--- src/rtl/serial_in_parallel_out_sipo_16_bit_pkg.sv ---
// Shared constants and word type for the SIPO deserialiser and its downstream consumers.
package serial_in_parallel_out_sipo_16_bit_pkg;

    localparam int unsigned SIPO_DATA_WIDTH = 16;

    typedef logic [SIPO_DATA_WIDTH-1:0] sipo_word_t;

endpackage

--- src/rtl/serial_in_parallel_out_sipo_16_bit.sv ---
// Serial-in, parallel-out shift register: one bit captured per rising edge, whole
// register exposed as a word straight from the flops.
module serial_in_parallel_out_sipo_16_bit
    import serial_in_parallel_out_sipo_16_bit_pkg::*;
#(
    parameter int unsigned DATA_WIDTH = SIPO_DATA_WIDTH,
    parameter bit          SHIFT_LEFT = 1'b1
) (
    input  logic                  Clk_In,
    input  logic                  Reset_In,
    input  logic                  Serial_Data_In,
    output logic [DATA_WIDTH-1:0] SIPO_Shift_Register
);

    logic [DATA_WIDTH-1:0] shift_q;

    // Direction is fixed at elaboration; only one branch produces flops.
    generate
        if (SHIFT_LEFT) begin : g_shift_left
            always_ff @(posedge Clk_In or negedge Reset_In) begin
                if (!Reset_In) begin
                    shift_q <= '0;
                end else begin
                    shift_q <= {shift_q[DATA_WIDTH-2:0], Serial_Data_In};
                end
            end
        end else begin : g_shift_right
            always_ff @(posedge Clk_In or negedge Reset_In) begin
                if (!Reset_In) begin
                    shift_q <= '0;
                end else begin
                    shift_q <= {Serial_Data_In, shift_q[DATA_WIDTH-1:1]};
                end
            end
        end
    endgenerate

    assign SIPO_Shift_Register = shift_q;

endmodule

--- config.mk ---
export PLATFORM = sky130hd
export DESIGN_NAME = serial_in_parallel_out_sipo_16_bit
export DESIGN_NICKNAME = d
export VERILOG_FILES = /design/src/rtl/serial_in_parallel_out_sipo_16_bit_pkg.sv /design/src/rtl/serial_in_parallel_out_sipo_16_bit.sv
export SDC_FILE = /design/constraint.sdc
export NUM_CORES = 1
export LEC_CHECK = 0
export CELL_PAD_IN_SITES_DETAIL_PLACEMENT = 0
export CELL_PAD_IN_SITES_GLOBAL_PLACEMENT = 1
export CORE_AREA = 8 8 45 47
export CTS_BUF_LIST = sky130_fd_sc_hd__clkbuf_8
export CTS_CLUSTER_DIAMETER = 120
export DETAILED_ROUTE_END_ITERATION = 7
export DIE_AREA = 0 0 53 55
export GPL_TIMING_DRIVEN = 0
export PLACE_DENSITY_LB_ADDON = 0.1
export SLEW_MARGIN = 20
export SYNTH_ARGS = -nofsm -noshare
export SYNTH_HDL_FRONTEND = slang
export SYNTH_SLANG_ARGS = --single-unit
--- constraint.sdc ---
create_clock -name Clk_In -period 0.8 [get_ports Clk_In]
set_clock_uncertainty 0.15 [all_clocks]
set_input_delay 0.16 -clock Clk_In [delete_from_list [all_inputs] [get_ports Clk_In]]
set_output_delay 0.16 -clock Clk_In [all_outputs]
set_load 0.05 [all_outputs]
# ---- Yosys cells after proc, flatten, opt, wreduce, memory -nomap -nowiden
# Cells that the tools add are included.
dict set report classes {
  add_sub_neg 0
  multipliers 0
  div_mod_pow 0
  order_cmp 0
  eq_ne 0
  n_shift 0
  n_mux 0
  n_bitwise 0
  reduce_logical 0
}
dict set report totals {
  ff_bits 16
  latch_bits 0
  ram_bits 0
  rom_bits 0
  output_inout_bits 16
  word_cells 1
  n_memories 0
}

# ---- Longest topological paths before layout
# Gate-level depths: netlist of run 1.
dict set report depth {
  depth_word 0
  mapped_depth 0
}

# ---- Worst setup path before layout of run 1
# OpenSTA, ideal clock, no wires.
dict set report synth_path {
  path_kind {register -> register}
  from {register shift_q[9] (netlist: SIPO_Shift_Register[9])}
  to {register shift_q[10] (netlist: SIPO_Shift_Register[10])}
  arrival_time_ns 0.598
  path_slack_ns -0.110
  stages_incl_launch_ff 1
  synth_period_minus_slack_ns 0.910
  path_cell_list {dfrtp_1}
}
# element line
set synth_lines {}
lappend synth_lines {{from (decl)} serial_in_parallel_out_sipo_16_bit.sv:15} ;# logic [DATA_WIDTH-1:0] shift_q;
lappend synth_lines {{from (signal assigned)} serial_in_parallel_out_sipo_16_bit.sv:24} ;# shift_q <= {shift_q[DATA_WIDTH-2:0], Serial_Data_In};
# No word-level cell between the ends.

# ---- Worst setup path after layout of run 1
dict set report layout_path {
  from {register shift_q[0] (netlist: SIPO_Shift_Register[0])}
  to {output port SIPO_Shift_Register[0]}
}
# element line
set layout_lines {}
lappend layout_lines {{to (decl)} serial_in_parallel_out_sipo_16_bit.sv:12} ;# output logic [DATA_WIDTH-1:0] SIPO_Shift_Register
# No word-level cell between the ends.

==> impl_metrics.yaml, run 1 <==
critical_path:
  cp_num_buf_inv: 1
  r2r-start: "SIPO_Shift_Register[0]"
  reg2reg_setup_slack_ns: 0.12
  arrival_ns: 0.80
  worst-setup-path-type: "reg2out"
  worst_ep_required_time_ns: 0.49
  path_max_fanout: 2
  cp_top_family: "flip-flops"
  slowest_delay_ns: 0.41
  endpoint_kind: "output pin"
  slowest_stage: "dfrtp_2"
  cp-startpoint: "SIPO_Shift_Register[0]"
  crit_path_start_kind: "flop"
  cp.depth: 1
  r2r-end: "SIPO_Shift_Register[1]"
  path_cells: "buf_6"
  r2r_cells: 0
clock_network:
  clkTransAtPathRegs_ns: 0.05
  cts_max_level: 1
  numClockSinks: 16
  cts_buffer_depth: 2
  cts_tree: "built"
  cts_buffers: 3
  root_buffer: "clkbuf_8"
  insertion_delay_ns: 0.24
detailed_routing:
  dr.first_iter.drc_count: 0
  remaining_drc_errors: 0
  routedWlPerCell_um: 13.3
  routed_wl_um: 707
  vias: 210
  postRouteAntennaNets: 0
  viasPerCell: 3.96
  dr.pass1.iters: 1
power_and_ir_drop:
  p_sw_mw: 0.430
  p_clk_share_pct: 32.4
  power_density_nw_per_um2: 2520
  irDropWorstVdd_uv: 1190
  seqPwrFrac_pct: 52.0
  combPwrFrac_pct: 15.6
  sw_frac_of_total_pct: 25.2
  p_leak_nw: 0.297
  internal-power_mw: 1.28
  finalPower_mw: 1.71
timing:
  finalSetupViolCount: 16
  fin_ws_ns: -0.313
  max_freq_mhz: 899
  fin_hold_ws_ns: -0.325
  tightest_slew_ns: 0.366
  drv_slew: 0
  rsz0062_at_grt: "yes"
  tns_ns: -4.85
  slew_headroom_pct: 75.6
  finalCriticalPeriod_ns: 1.11
  finalCritPeriodShare_pct: 139
  hold_violations: 16
global_route:
  antenna_found_initial: 0
  grt_max_degree: 17
  gr-usage-all-layers_pct: 5.34
  grt_pass1_wl_mm: 1.10
  grt.overflow.total: 0
  grt_pass1_vias: 248
synthesis:
  synth_most_common_cell: "dfrtp_1"
  ys.flop_type: "dfrtp_1"
  synth_compound_area_share_pct: 0
  avgSynthCellArea_um2: 25.0
  synth.top_cells.by_count: "16 x dfrtp_1"
  synth_cell_type_count: 1
  synth_edf_count: 0
  ys_seq_area_share_pct: 100
  synth.yosys.warnings: 0
  synth.area.mux_share_pct: 0
  synth_seq_cells: 16
  synthCells: 16
  synth-simple-area-share_pct: 0
  async_flop_share_pct: 100
  synth_top_area_cell: "dfrtp_1"
  synthTopCellsByArea: "dfrtp_1 100%"
  synth-adder-area-share_pct: 0
  syn_nets: 19
  yosys.area.top_type_share_pct: 100
  syn-cell-area_um2: 400
  synth_xor_area_share_pct: 0
final_layout:
  largest_register_ffs: 16
  multi_input_gates: 0
  regArea_um2: 420
  synthToLayoutAreaGrowth_pct: 69.1
  fill_cells: 124
  fin_nets: 42
  multi_input_area_um2: 0
  layout-drive-gt1-share_pct: 97.3
  stdcell_count: 53
  num_antenna_cells: 0
place:
  place_ws_ns: -0.656
  gp_congestion: 0.610
  numPortBuffers: 18
  place_inst: 50
  dpl.hpwl_um: 535
hold_path:
  hold_path_class: "in2async"
job:
  drv_cap: 0
floorplan:
  die-height_um: 55
  io_pins: 19
  initial_core_util_pct: 28.9
  core.rowCount: 14
  dieArea_um2: 2920
  core_area_um2: 1380
  die_w_um: 53
status:
  status: "complete, but fails checks"
  violations: "hold timing, setup timing"
-- stage by stage --
step	instance area (um^2)	utilization, %
final	677	48.9
after global placement	621	44.8
after detailed placement	621	44.8
after global routing	677	48.9
after CTS	681	49.2
after floorplan	420	-
-- per-layer routing --
metal / wire length (um) / share of wire (%) / track usage (%) / vias up
li1: - / - / - / 91
met5: 0 / 0 / 0 / -
met2: 300 / 42 / 8.01 / 16
met1: 277 / 39 / 5.10 / 103
met3: 129 / 18 / 5.35 / 0
met4: 0 / 0 / 1.29 / 0
-- area by class of cell --
type	instances	area share (%)
Clock buffer	3	6.10
Sequential cell	16	62.1
Tap cell	16	2.96
Timing Repair Buffer	18	28.8
-- kinds of logic (layout without fill, tap and decap cells) --
kind of cell	after synthesis	in the layout
buf+inv	0	21
flops	16	16
-- worst max path at each step --
stage	end	slack [ns]
CTS	SIPO_Shift_Register[9]	-0.32
global route	SIPO_Shift_Register[1]	-0.34
detailed placement	SIPO_Shift_Register[1]	-0.66
floorplan	SIPO_Shift_Register[10]	-0.009
finish	SIPO_Shift_Register[0]	-0.31
global placement	SIPO_Shift_Register[2]	-0.65
-- power groups by stage --
stage	registers (mW)	logic [mW]	clock network, mW
6_report	0.887	0.266	0.553
5_1_grt	0.891	0.275	0.623
4_1_cts	0.888	0.271	0.580
3_5_place_dp	0.892	0.261	0
3_3_place_gp	0.891	0.262	0
2_1_floorplan	1.04	0	0
-- layout by cell type (no fill, tap or decap) --
master           count
buf_6               16
clkbuf_2             1
clkbuf_8             3
clkdlybuf4s50_1      1
dfrtp_2             16
-- what timing repair did --
item                       4_1_cts  5_1_grt
buffers inserted                 0        0
setup endpoints to repair       32       32
resized for setup              113        2
hold endpoints to repair        16       16
Note: power is estimated with default switching activity, not from simulation.
==> run 2, diff against run 1 <==
SKIP_CTS_REPAIR_TIMING = 1   (was not set)
==> run 2 against run 1 <==
The flow still finishes with violations (hold timing, setup timing); highest routed layer unchanged; clock power about the same; cell area up 1.1%; critical path type unchanged; non-clock buffer count did not move; sequential power about the same; cell count stayed put; clock-buffer cell count unchanged; total power up 0.14%; utilization rose by 0.54 points; worst setup slack unchanged; hold slack improved by 0.11 ns; via count stayed put; routed wire length up 1.1%.
==> impl_metrics.yaml, run 2 (synthesized netlist as in run 1, its figures left out) <==
power_and_ir_drop:
  finalPower_mw: 1.71
  p_leak_nw: 0.306
  power_density_nw_per_um2: 2500
  irDropWorstVdd_uv: 1190
detailed_routing:
  postRouteAntennaNets: 0
  remaining_drc_errors: 0
  vias: 210
  dr.first_iter.drc_count: 0
  viasPerCell: 3.96
  dr.pass1.iters: 1
  routedWlPerCell_um: 13.5
  routed_wl_um: 715
timing:
  slew_headroom_pct: 56.0
  fin_hold_ws_ns: -0.211
  drv_slew: 0
  finalCritPeriodShare_pct: 139
  hold_violations: 16
  finalSetupViolCount: 16
  rsz0062_at_grt: "yes"
  tns_ns: -4.85
  max_freq_mhz: 899
  fin_ws_ns: -0.313
  finalCriticalPeriod_ns: 1.11
  tightest_slew_ns: 0.658
floorplan:
  core.rowCount: 14
  io_pins: 19
  die-height_um: 55
  core_area_um2: 1380
  die_w_um: 53
  initial_core_util_pct: 28.9
  dieArea_um2: 2920
critical_path:
  arrival_ns: 0.80
  worst_ep_required_time_ns: 0.49
  r2r-start: "SIPO_Shift_Register[0]"
  endpoint_kind: "output pin"
  cp_num_buf_inv: 1
  worst-setup-path-type: "reg2out"
  path_max_fanout: 2
  slowest_delay_ns: 0.41
  cp_top_family: "flip-flops"
  slowest_stage: "dfrtp_2"
  cp.depth: 1
  path_cells: "buf_6"
  crit_path_start_kind: "flop"
  reg2reg_setup_slack_ns: 0.12
  r2r-end: "SIPO_Shift_Register[1]"
  r2r_cells: 0
final_layout:
  multi_input_gates: 0
  layout-drive-gt1-share_pct: 94.6
  stdcell_area_um2: 684
  largest_register_ffs: 16
  mostFrequentLayoutCells: "16 x dfrtp_2, 16 x buf_6, 3 x clkbuf_8"
  multi_input_area_um2: 0
  fin_nets: 42
  num_antenna_cells: 0
  synthToLayoutAreaGrowth_pct: 70.9
clock_network:
  clkTransAtPathRegs_ns: 0.05
  numClockSinks: 16
  root_buffer: "clkbuf_8"
  cts_buffers: 3
  cts_max_level: 1
  cts_buffer_depth: 2
  cts_tree: "built"
  insertion_delay_ns: 0.24
status:
  status: "complete, but fails checks"
  violations: "hold timing, setup timing"
hold_path:
  hold_path_class: "in2async"
place:
  gp_congestion: 0.610
  numPortBuffers: 18
  placed_area_um2: 621
  dpl.hpwl_um: 535
global_route:
  antenna_found_initial: 0
  grt.overflow.total: 0
  grt_pass1_vias: 250
  grt_max_degree: 17
  gr-usage-all-layers_pct: 5.39
  grt_pass1_wl_mm: 1.11
job:
  drv_cap: 0
run 2: routing by layer:
layer | up-vias | share of wire (%) | GRT usage [%]
met3 | 0 | 17 | 5.35
met2 | 16 | 43 | 8.20
met5 | - | 0 | 0
met1 | 103 | 40 | 5.10
met4 | 0 | 0 | 1.29
li1 | 91 | - | -
run 2: worst max path at each step:
stage / start / endpoint / slack [ns]
after global placement: SIPO_Shift_Register[2] / SIPO_Shift_Register[2] / -0.65
after CTS: SIPO_Shift_Register[1] / SIPO_Shift_Register[1] / -0.92
after floorplan: SIPO_Shift_Register[9] / SIPO_Shift_Register[10] / -0.009
after global routing: SIPO_Shift_Register[1] / SIPO_Shift_Register[1] / -0.34
after detailed placement: SIPO_Shift_Register[1] / SIPO_Shift_Register[1] / -0.66
final: SIPO_Shift_Register[0] / SIPO_Shift_Register[0] / -0.31
run 2: final cells by class:
class / count / area (um^2)
repair buffers: 18 / 203
fillers: 122 / 699
well taps: 16 / 20.0
flip-flops and latches: 16 / 420
clock buffers: 3 / 41.3
run 2: through the flow:
step,hold slack (ns),setup WS (ns),util [%],std cells
floorplan,-0.286,-0.00875,-,16
global placement,0.218,-0.653,44.8,50
detailed placement,0.219,-0.656,44.8,50
CTS,0.198,-0.924,47.8,53
global route,-0.135,-0.338,49.5,53
finish,-0.211,-0.313,49.5,53
run 2: power by group:
group	switching [mW]	leakage, nW	internal, mW
clock network	0.222	0.0216	0.332
logic	0.181	0.114	0.0872
registers	0.0282	0.171	0.859
==> run 3, diff against run 2 <==
ABC_CLOCK_PERIOD_IN_PS = 1300   (was not set)
clock period = 1.3 ns   (was 0.8 ns; I/O delays follow)
==> run 3 against run 2 <==
The flow now finishes without violations; register-to-register slack gained 0.53 ns; cell area shrank 17%; largest cell class unchanged; routed wire length grew 3.6%; clock-buffer cell count is the same; non-clock buffer count is the same; die area is the same; via count grew 1.4%; sequential power shrank 40%.
==> impl_metrics.yaml, run 3 (synthesized netlist as in run 1, its figures left out) <==
timing:
  hold_violations: 0
  rsz0062_at_grt: "no"
  max_freq_mhz: 790
  fin_hold_ws_ns: 0.221
  finalSetupViolCount: 0
  tightest_slew_ns: 0.646
  finalCritPeriodShare_pct: 97.4
  drv_slew: 0
  finalCriticalPeriod_ns: 1.27
  slew_headroom_pct: 56.8
clock_network:
  cts_tree: "built"
  clkTransAtPathRegs_ns: 0.06
  root_buffer: "clkbuf_8"
  numClockSinks: 16
  cts_buffer_depth: 2
  cts_max_level: 1
  insertion_delay_ns: 0.24
  cts_buffers: 3
critical_path:
  cp.depth: 1
  path_cells: "clkbuf_2"
  worst_ep_required_time_ns: 0.89
  slowest_stage: "dfrtp_1"
  endpoint_kind: "output pin"
  r2r-start: "SIPO_Shift_Register[3]"
  reg2reg_setup_slack_ns: 0.65
  worst-setup-path-type: "reg2out"
  cp-startpoint: "SIPO_Shift_Register[6]"
  slowest_delay_ns: 0.34
  arrival_ns: 0.86
  cp_num_buf_inv: 1
  crit_path_start_kind: "flop"
  cp_top_family: "flip-flops"
  crit_path_end: "SIPO_Shift_Register[6]"
  r2r_cells: 0
  r2r-end: "SIPO_Shift_Register[4]"
  path_max_fanout: 2
power_and_ir_drop:
  power_density_nw_per_um2: 1780
  internal-power_mw: 0.752
  combPwrFrac_pct: 13.5
  p_clk_share_pct: 33.5
  irDropWorstVdd_uv: 990
  sw_frac_of_total_pct: 25.6
  p_sw_mw: 0.258
  seqPwrFrac_pct: 53.0
  finalPower_mw: 1.01
  p_leak_nw: 0.282
floorplan:
  die_w_um: 53
  die-height_um: 55
  dieArea_um2: 2920
  initial_core_util_pct: 28.9
  core.rowCount: 14
  io_pins: 19
  core_area_um2: 1380
final_layout:
  stdcell_area_um2: 569
  mostFrequentLayoutCells: "16 x dfrtp_1, 8 x buf_2, 5 x clkbuf_2"
  fill_cells: 135
  layout-drive-gt1-share_pct: 51.4
  synthToLayoutAreaGrowth_pct: 42.2
  multi_input_area_um2: 0
  multi_input_gates: 0
  num_antenna_cells: 0
  fin_nets: 42
  largest_register_ffs: 16
  final_common_cell: "dfrtp_1"
detailed_routing:
  remaining_drc_errors: 0
  routedWlPerCell_um: 14.0
  vias: 213
  postRouteAntennaNets: 0
  viasPerCell: 4.02
  dr.first_iter.drc_count: 0
  routed_wl_um: 741
  dr.pass1.iters: 1
status:
  status: "complete, no violations"
global_route:
  gr-usage-all-layers_pct: 5.51
  grt.overflow.total: 0
  antenna_found_initial: 0
  grt_pass1_wl_mm: 1.15
  grt_max_degree: 17
  grt_pass1_vias: 248
place:
  placed_area_um2: 601
  numPortBuffers: 18
  gp_congestion: 0.609
job:
  drv_cap: 0
hold_path:
  hold_path_class: "reg2reg"
[run 3: cell count changes in the layout (fill, tap and decap cells not counted)]
cell             change
clkbuf_2             +5
dfrtp_1             +16
dfrtp_2             -16
buf_6               -16
clkdlybuf4s50_1      +1
clkbuf_4             +3
buf_2                +8
dlymetal6s2s_1       -1
[run 3: through the flow]
| step | utilization [%] | setup slack (ns) | setup TNS [ns] | std cells |
|---|---|---|---|---|
| after floorplan | - | 0.292 | 0 | 16 |
| after global placement | 43.4 | -0.253 | -3.85 | 50 |
| after detailed placement | 43.4 | -0.260 | -4.03 | 50 |
| after CTS | 46.4 | -0.530 | -8.14 | 53 |
| after global routing | 41.1 | 0.000859 | 0 | 53 |
| final | 41.1 | 0.0337 | 0 | 53 |
[run 3: metal layers]
layer | wire length (um) | share of wire, % | GRT usage (%) | up-vias
li1 | - | - | - | 92
met1 | 280 | 38 | 5.43 | 107
met2 | 324 | 44 | 8.20 | 14
met3 | 136 | 18 | 6.15 | 0
met4 | 0 | 0 | 0 | 0
met5 | 0 | 0 | 0 | -
[run 3: final cells by class]
class	count	area, um^2	area share [%]
sequential	16	400	70.3
timing repair buffer	18	108	18.9
clock buffer	3	41.3	7.25
tap	16	20.0	3.52
[run 3: worst min-delay path by stage]
stage / start / to / slack, ns / cells after the start
floorplan: Reset_In / SIPO_Shift_Register[0] / -0.19 / 0
global placement: SIPO_Shift_Register[7] / SIPO_Shift_Register[8] / 0.21 / 0
detailed placement: SIPO_Shift_Register[0] / SIPO_Shift_Register[1] / 0.21 / 0
CTS: SIPO_Shift_Register[1] / SIPO_Shift_Register[2] / 0.23 / 0
global route: SIPO_Shift_Register[1] / SIPO_Shift_Register[2] / 0.23 / 0
finish: SIPO_Shift_Register[8] / SIPO_Shift_Register[9] / 0.22 / 0
[run 3: power groups by stage]
| stage | Clock, mW | Sequential (mW) | Combinational, mW |
|---|---|---|---|
| 3_3_place_gp | 0 | 0.544 | 0.161 |
| 4_1_cts | 0.353 | 0.537 | 0.162 |
| 2_1_floorplan | 0 | 0.635 | 0 |
| 6_report | 0.339 | 0.536 | 0.137 |
| 3_5_place_dp | 0 | 0.545 | 0.161 |
| 5_1_grt | 0.374 | 0.539 | 0.143 |
